$ cat src/rtl/as_gpio_in.sv
// as_gpio_in: memory-mapped GPIO input block.
// Pins are synchronised into clk_i and rising/falling edges are latched into
// sticky write-1-to-clear pending registers. Reads are registered one cycle.
// irq_o is raised while any enabled edge is pending.
module as_gpio_in #(
  parameter int nr_in       = 8,
  parameter int sync_stages = 2,
  parameter int addr_width  = 3,
  parameter int data_width  = 64
) (
  input  logic                  clk_i,
  input  logic                  rst_i,
  input  logic [nr_in-1:0]      gpio_i,
  input  logic                  cs_i,
  input  logic                  we_i,
  input  logic [addr_width-1:0] addr_i,
  input  logic [data_width-1:0] wdata_i,
  output logic [data_width-1:0] rdata_o,
  output logic                  rvalid_o,
  output logic                  irq_o
);

  // Warm-up counter saturates at sync_stages+1; edges are only trusted after
  // that, so a pin already high out of reset is not seen as a rising edge.
  localparam int              CW        = 3;
  localparam logic [CW-1:0]   WARM_DONE = CW'(sync_stages + 1);

  localparam logic [addr_width-1:0] A_DATA = addr_width'(0);
  localparam logic [addr_width-1:0] A_RP   = addr_width'(1);
  localparam logic [addr_width-1:0] A_FP   = addr_width'(2);
  localparam logic [addr_width-1:0] A_RE   = addr_width'(3);
  localparam logic [addr_width-1:0] A_FE   = addr_width'(4);

  logic [sync_stages-1:0][nr_in-1:0] sync_q, sync_d;
  logic [nr_in-1:0]      prev_q, prev_d;
  logic [nr_in-1:0]      rpend_q, rpend_d, fpend_q, fpend_d;
  logic [nr_in-1:0]      ren_q, ren_d, fen_q, fen_d;
  logic [CW-1:0]         warm_q, warm_d;
  logic [data_width-1:0] rdata_q, rdata_d;
  logic                  rvalid_q, rvalid_d;
  logic                  irq_q, irq_d;

  logic [nr_in-1:0] synced, rise, fall, wmask;
  logic             edge_en, rd_en, wr_en;

  // Upper write-data bits beyond nr_in have no register behind them.
  logic unused_wdata;
  assign unused_wdata = ^wdata_i;

  // Synchroniser shift chain; stage 0 samples the raw pins.
  always_comb begin
    sync_d = {sync_q[sync_stages-2:0], gpio_i};
  end

  // Edge detect, pending/enable register updates, read mux and irq.
  always_comb begin
    synced  = sync_q[sync_stages-1];
    edge_en = (warm_q == WARM_DONE);
    rise    = edge_en ? (synced & ~prev_q) : '0;
    fall    = edge_en ? (~synced & prev_q) : '0;
    rd_en   = cs_i & ~we_i;
    wr_en   = cs_i & we_i;
    wmask   = wdata_i[nr_in-1:0];

    warm_d  = edge_en ? warm_q : warm_q + CW'(1);
    prev_d  = synced;

    rpend_d = rpend_q;
    fpend_d = fpend_q;
    ren_d   = ren_q;
    fen_d   = fen_q;
    if (wr_en) begin
      case (addr_i)
        A_RP:    rpend_d = rpend_q & ~wmask;
        A_FP:    fpend_d = fpend_q & ~wmask;
        A_RE:    ren_d   = wmask;
        A_FE:    fen_d   = wmask;
        default: ;
      endcase
    end
    // A new edge overrides a same-cycle clear of that bit.
    rpend_d = rpend_d | rise;
    fpend_d = fpend_d | fall;

    // Reads see register values from before this cycle's update.
    rdata_d = rdata_q;
    if (rd_en) begin
      rdata_d = '0;
      case (addr_i)
        A_DATA:  rdata_d[nr_in-1:0] = synced;
        A_RP:    rdata_d[nr_in-1:0] = rpend_q;
        A_FP:    rdata_d[nr_in-1:0] = fpend_q;
        A_RE:    rdata_d[nr_in-1:0] = ren_q;
        A_FE:    rdata_d[nr_in-1:0] = fen_q;
        default: ;
      endcase
    end
    rvalid_d = rd_en;
    irq_d    = (|(rpend_q & ren_q)) | (|(fpend_q & fen_q));
  end

  // State registers, all cleared by the asynchronous reset.
  always_ff @(posedge clk_i or negedge rst_i) begin
    if (!rst_i) begin
      sync_q   <= '0;
      prev_q   <= '0;
      rpend_q  <= '0;
      fpend_q  <= '0;
      ren_q    <= '0;
      fen_q    <= '0;
      warm_q   <= '0;
      rdata_q  <= '0;
      rvalid_q <= 1'b0;
      irq_q    <= 1'b0;
    end else begin
      sync_q   <= sync_d;
      prev_q   <= prev_d;
      rpend_q  <= rpend_d;
      fpend_q  <= fpend_d;
      ren_q    <= ren_d;
      fen_q    <= fen_d;
      warm_q   <= warm_d;
      rdata_q  <= rdata_d;
      rvalid_q <= rvalid_d;
      irq_q    <= irq_d;
    end
  end

  assign rdata_o  = rdata_q;
  assign rvalid_o = rvalid_q;
  assign irq_o    = irq_q;

endmodule
$ cat config.mk
export PLATFORM = sky130hd
export DESIGN_NAME = as_gpio_in
export DESIGN_NICKNAME = d
export VERILOG_FILES = /design/src/rtl/as_gpio_in.sv
export SDC_FILE = /design/constraint.sdc
export NUM_CORES = 1
export LEC_CHECK = 0
export CORE_MARGIN = 4
export CORE_UTILIZATION = 46
export CTS_CLUSTER_DIAMETER = 30
export DETAILED_ROUTE_END_ITERATION = 7
export PLACE_DENSITY = 0.86
export SYNTH_ARGS = -nofsm -noshare
export SYNTH_HDL_FRONTEND = slang
export SYNTH_SLANG_ARGS = --single-unit
$ cat constraint.sdc
create_clock -name clk_i -period 2.3 [get_ports clk_i]
set_input_delay 0.46 -clock clk_i [delete_from_list [all_inputs] [get_ports clk_i]]
set_output_delay 0.46 -clock clk_i [all_outputs]
set_load 0.03 [all_outputs]
==> results by group <==
Global route
  • Largest net degree at the start of global routing: a little over 50
  • Vias in the first global route: about 2000
  • GRT overflow: 0
  • All-Layer GR Usage: between 10% and 20%
  • Initial antenna violation count: 0
  • First-pass GRT wire length: 10400 um

STA
  • Setup violations, final: 0
  • Min cycle time layout: approximately 1.9 ns
  • Worst Clk Skew: 0.00536 ns
  • Setup Total Neg Slack: 0 ns
  • Slew HR: a little under half
  • Final hold vios: 0
  • WHS: approximately 0.067 ns
  • RSZ-0062 raised after global routing: no
  • Crit share post-route: 80.9%
  • Highest Clock Rate: 0.537 GHz
  • Worst Tran Pin Value: roughly 0.79 ns
  • Final Max Slew Viols: 0

Worst setup path
  • Arrival time worst endpoint: ~1.4 ns
  • Crit Path Class: flop to primary output
  • Family with the most delay on the worst path: buffers and inverters
  • Critical path endpoint category: primary output
  • Crit start category: flop
  • R2R Path Start: warm_q[0]
  • Crit path largest cell delay: between 0.6 and 0.7 ns
  • Worst Reg-to-Reg Cells: 3
  • Flop2flop setup slack: slightly below 0.6 ns
  • Bufs and invs on worst path: 1
  • Crit-path max FO: 2
  • Data required time at the worst endpoint: roughly 1.8 ns
  • Slowest CP cell: clkdlybuf4s50_1
  • Reg2reg end: warm_q[1]
  • Critical path cell sequence: clkdlybuf4s50_1

Drt
  • ANT nets after route: 0
  • DR vias: 2076
  • Wire per inst: roughly 15 um
  • Initial DRC Count: between 150 and 200
  • DRT Pass-1 Iters: 4
  • DRC Markers: 0
  • Detailed Route WL: between 6000 and 7000 um
  • Avg Vias per Cell: 4.98

Logic synthesis
  • Synth cell types: 36
  • Netlist area before placement: around 3300 um^2
  • EDFF count, synth: 0
  • Synth warnings: 0
  • Main flop type after synthesis: dfrtp_1
  • Top cell type by total area after synthesis: dfrtp_1
  • #FFs+latches synth: 69
  • Asr flop ratio synth: 100%
  • Area contributors post-synth: dfrtp_1, buf_4, mux2_4, mux2i_1, nand2_1
  • Cell count after synthesis: between 200 and 300
  • Mean area per synthesized cell: 12.1 um^2
  • Seq/Total Area, Yosys: 51.8%
  • Post-synth top area share: roughly 52%

Power
  • Sequential power share: just over 50%
  • Net Sw Frac: around 30%
  • Cell Int Power: 2.00 mW
  • Logic pwr share: around 20%
  • Max VDD drop: ~0.32 mV
  • Net Switching: about 0.82 mW
  • Clk network pwr share: just under 30%
  • PwrDens: approximately 760 nW/um^2
  • Leak: around 1.7 nW
  • Final Power: between 2 and 3 mW

Clocking
  • Clock transition at the registers of the reported paths: 0.06 ns
  • Root Driver: clkbuf_8
  • Htree depth: 3
  • Max clock buf depth: 2
  • Worst-Skew Late Latency: between 0.3 and 0.4 ns
  • CTS tree: built
  • Clock buffer count from CTS: 9
  • Post-CTS setup buffers: 0
  • PostCTS Resize Cnt: 0
  • CTS Sinks: around 70
  • CTS Hold Bufs: 0

Min path
  • Hold Path Class: input port to async pin

Floorplanning
  • Die area: roughly 8700 um^2
  • Area of the core: a little under 7000 um^2
  • Die Wd: between 90 and 100 um
  • Initial Util: between 40 and 50%
  • I/O Pins: between 100 and 150
  • Height of the die: ~93 um
  • Site row count: 30

Flow run
  • Max cap viols: 0

Final layout
  • Fin nets: 398
  • Share of layout cells above drive strength 1: a little over an eighth
  • Core Util, Final: between 50% and 60%
  • Antenna cells: 0
  • Post-route cell area: 3730 um^2
  • Area delta synth->final: 11.8%

Status
  • Status: completed

Placed design
  • DP Area: 3570 um^2
  • Routability cong.: between 0.8 and 0.9
  • Number of port buffers: 32
  • Hpwl dp: about 4600 um
[cells in the final DEF (no fill, tap or decap), types with 2 or more instances in the layout]
| master | instances |
|---|---|
| a21oi_1 | 2 |
| o2bb2ai_1 | 6 |
| a22o_1 | 4 |
| a221oi_1 | 4 |
| nand2_1 | 23 |
| clkdlybuf4s50_1 | 31 |
| a2bb2oi_1 | 7 |
| buf_4 | 8 |
| clkinv_2 | 2 |
| mux2i_1 | 15 |
| clkbuf_8 | 10 |
| conb_1 | 56 |
| o31ai_1 | 8 |
| clkbuf_1 | 3 |
| nand2b_1 | 2 |
| o21ai_0 | 7 |
| a32o_1 | 2 |
| inv_1 | 12 |
| mux2_4 | 16 |
| ha_1 | 2 |
| dfrtp_1 | 69 |
| nor2_1 | 2 |
| o221ai_1 | 7 |
| nand3_1 | 8 |
[final cells by class]
| cell class | instances | area, um^2 |
|---|---|---|
| Timing Repair Buffer | 41 | 395 |
| Tap cell | 96 | 120 |
| Fill cell | 574 | 3180 |
| Clock buffer | 13 | 149 |
| Multi-Input combinational cell | 184 | 1280 |
| Sequential cell | 69 | 1730 |
| Clock inverter | 2 | 10.0 |
| Inverter | 12 | 45.0 |
[metal layers]
metal | vias up | wire length [um] | GRT usage [%] | part of all wire (%)
met5 | - | 0 | 0 | 0
met1 | 1018 | 2930 | 22.4 | 46
met3 | 14 | 493 | 4.34 | 7.7
met2 | 99 | 2850 | 22.3 | 44
li1 | 945 | - | - | -
met4 | 0 | 147 | 7.69 | 2.3
[state kept, by name, indices dropped and copies added (netlist names)]
signal and flops:
prev_q 8, warm_q 3, prev_d 8, rpend_q 8, fen_q 8, fpend_q 8
sync_d 8, ren_q 8, rdata_o 8, irq_o 1, rvalid_o 1
[how the worst max path moves through the flow]
stage	slack, ns	to	start	cells past startpoint
global route	0.34	rdata_o[7]	addr_i[1]	5
floorplan	0.84	fen_q[0]	addr_i[1]	5
finish	0.44	rdata_o[5]	rdata_o[5]	1
CTS	0.42	rdata_o[5]	rdata_o[5]	1
detailed placement	0.21	rdata_o[2]	addr_i[1]	5
global placement	0.18	rdata_o[7]	addr_i[1]	5
[cells in the mapped netlist (5+ instances only)]
cell type   n
a2bb2oi_1   7
buf_2       5
buf_4      58
dfrtp_1    69
inv_1      12
mux2_4     16
mux2i_1    15
nand2_1    23
nand3_1     8
o21ai_0     7
o221ai_1    7
o2bb2ai_1   6
o31ai_1     8
[kinds of logic (layout without fill, tap and decap cells)]
group	after synthesis	count (layout)	synth area share, %
buf+inv	78	68	15.9
flops	69	69	51.8
compound gates	48	48	11.3
simple gates	44	44	7.02
mux	33	33	12.8
fa+ha+maj	2	2	0.750
other cells	1	56	0.112
xor+xnor	1	1	0.263
[power groups by stage]
stage / Clock (mW) / Sequential, mW / Combinational, mW
6_report: 0.819 / 1.43 / 0.576
5_1_grt: 0.901 / 1.45 / 0.619
4_1_cts: 0.845 / 1.43 / 0.576
3_5_place_dp: 0 / 1.45 / 0.574
3_3_place_gp: 0 / 1.44 / 0.561
2_1_floorplan: 0 / 1.46 / 0.438
[per-stage QoR]
stage,instances,worst slack [ns]
floorplan,331,0.837
CTS,417,0.421
detailed placement,402,0.210
global route,417,0.336
global placement,402,0.182
finish,417,0.439
Note: power is estimated with default switching activity, not from simulation.
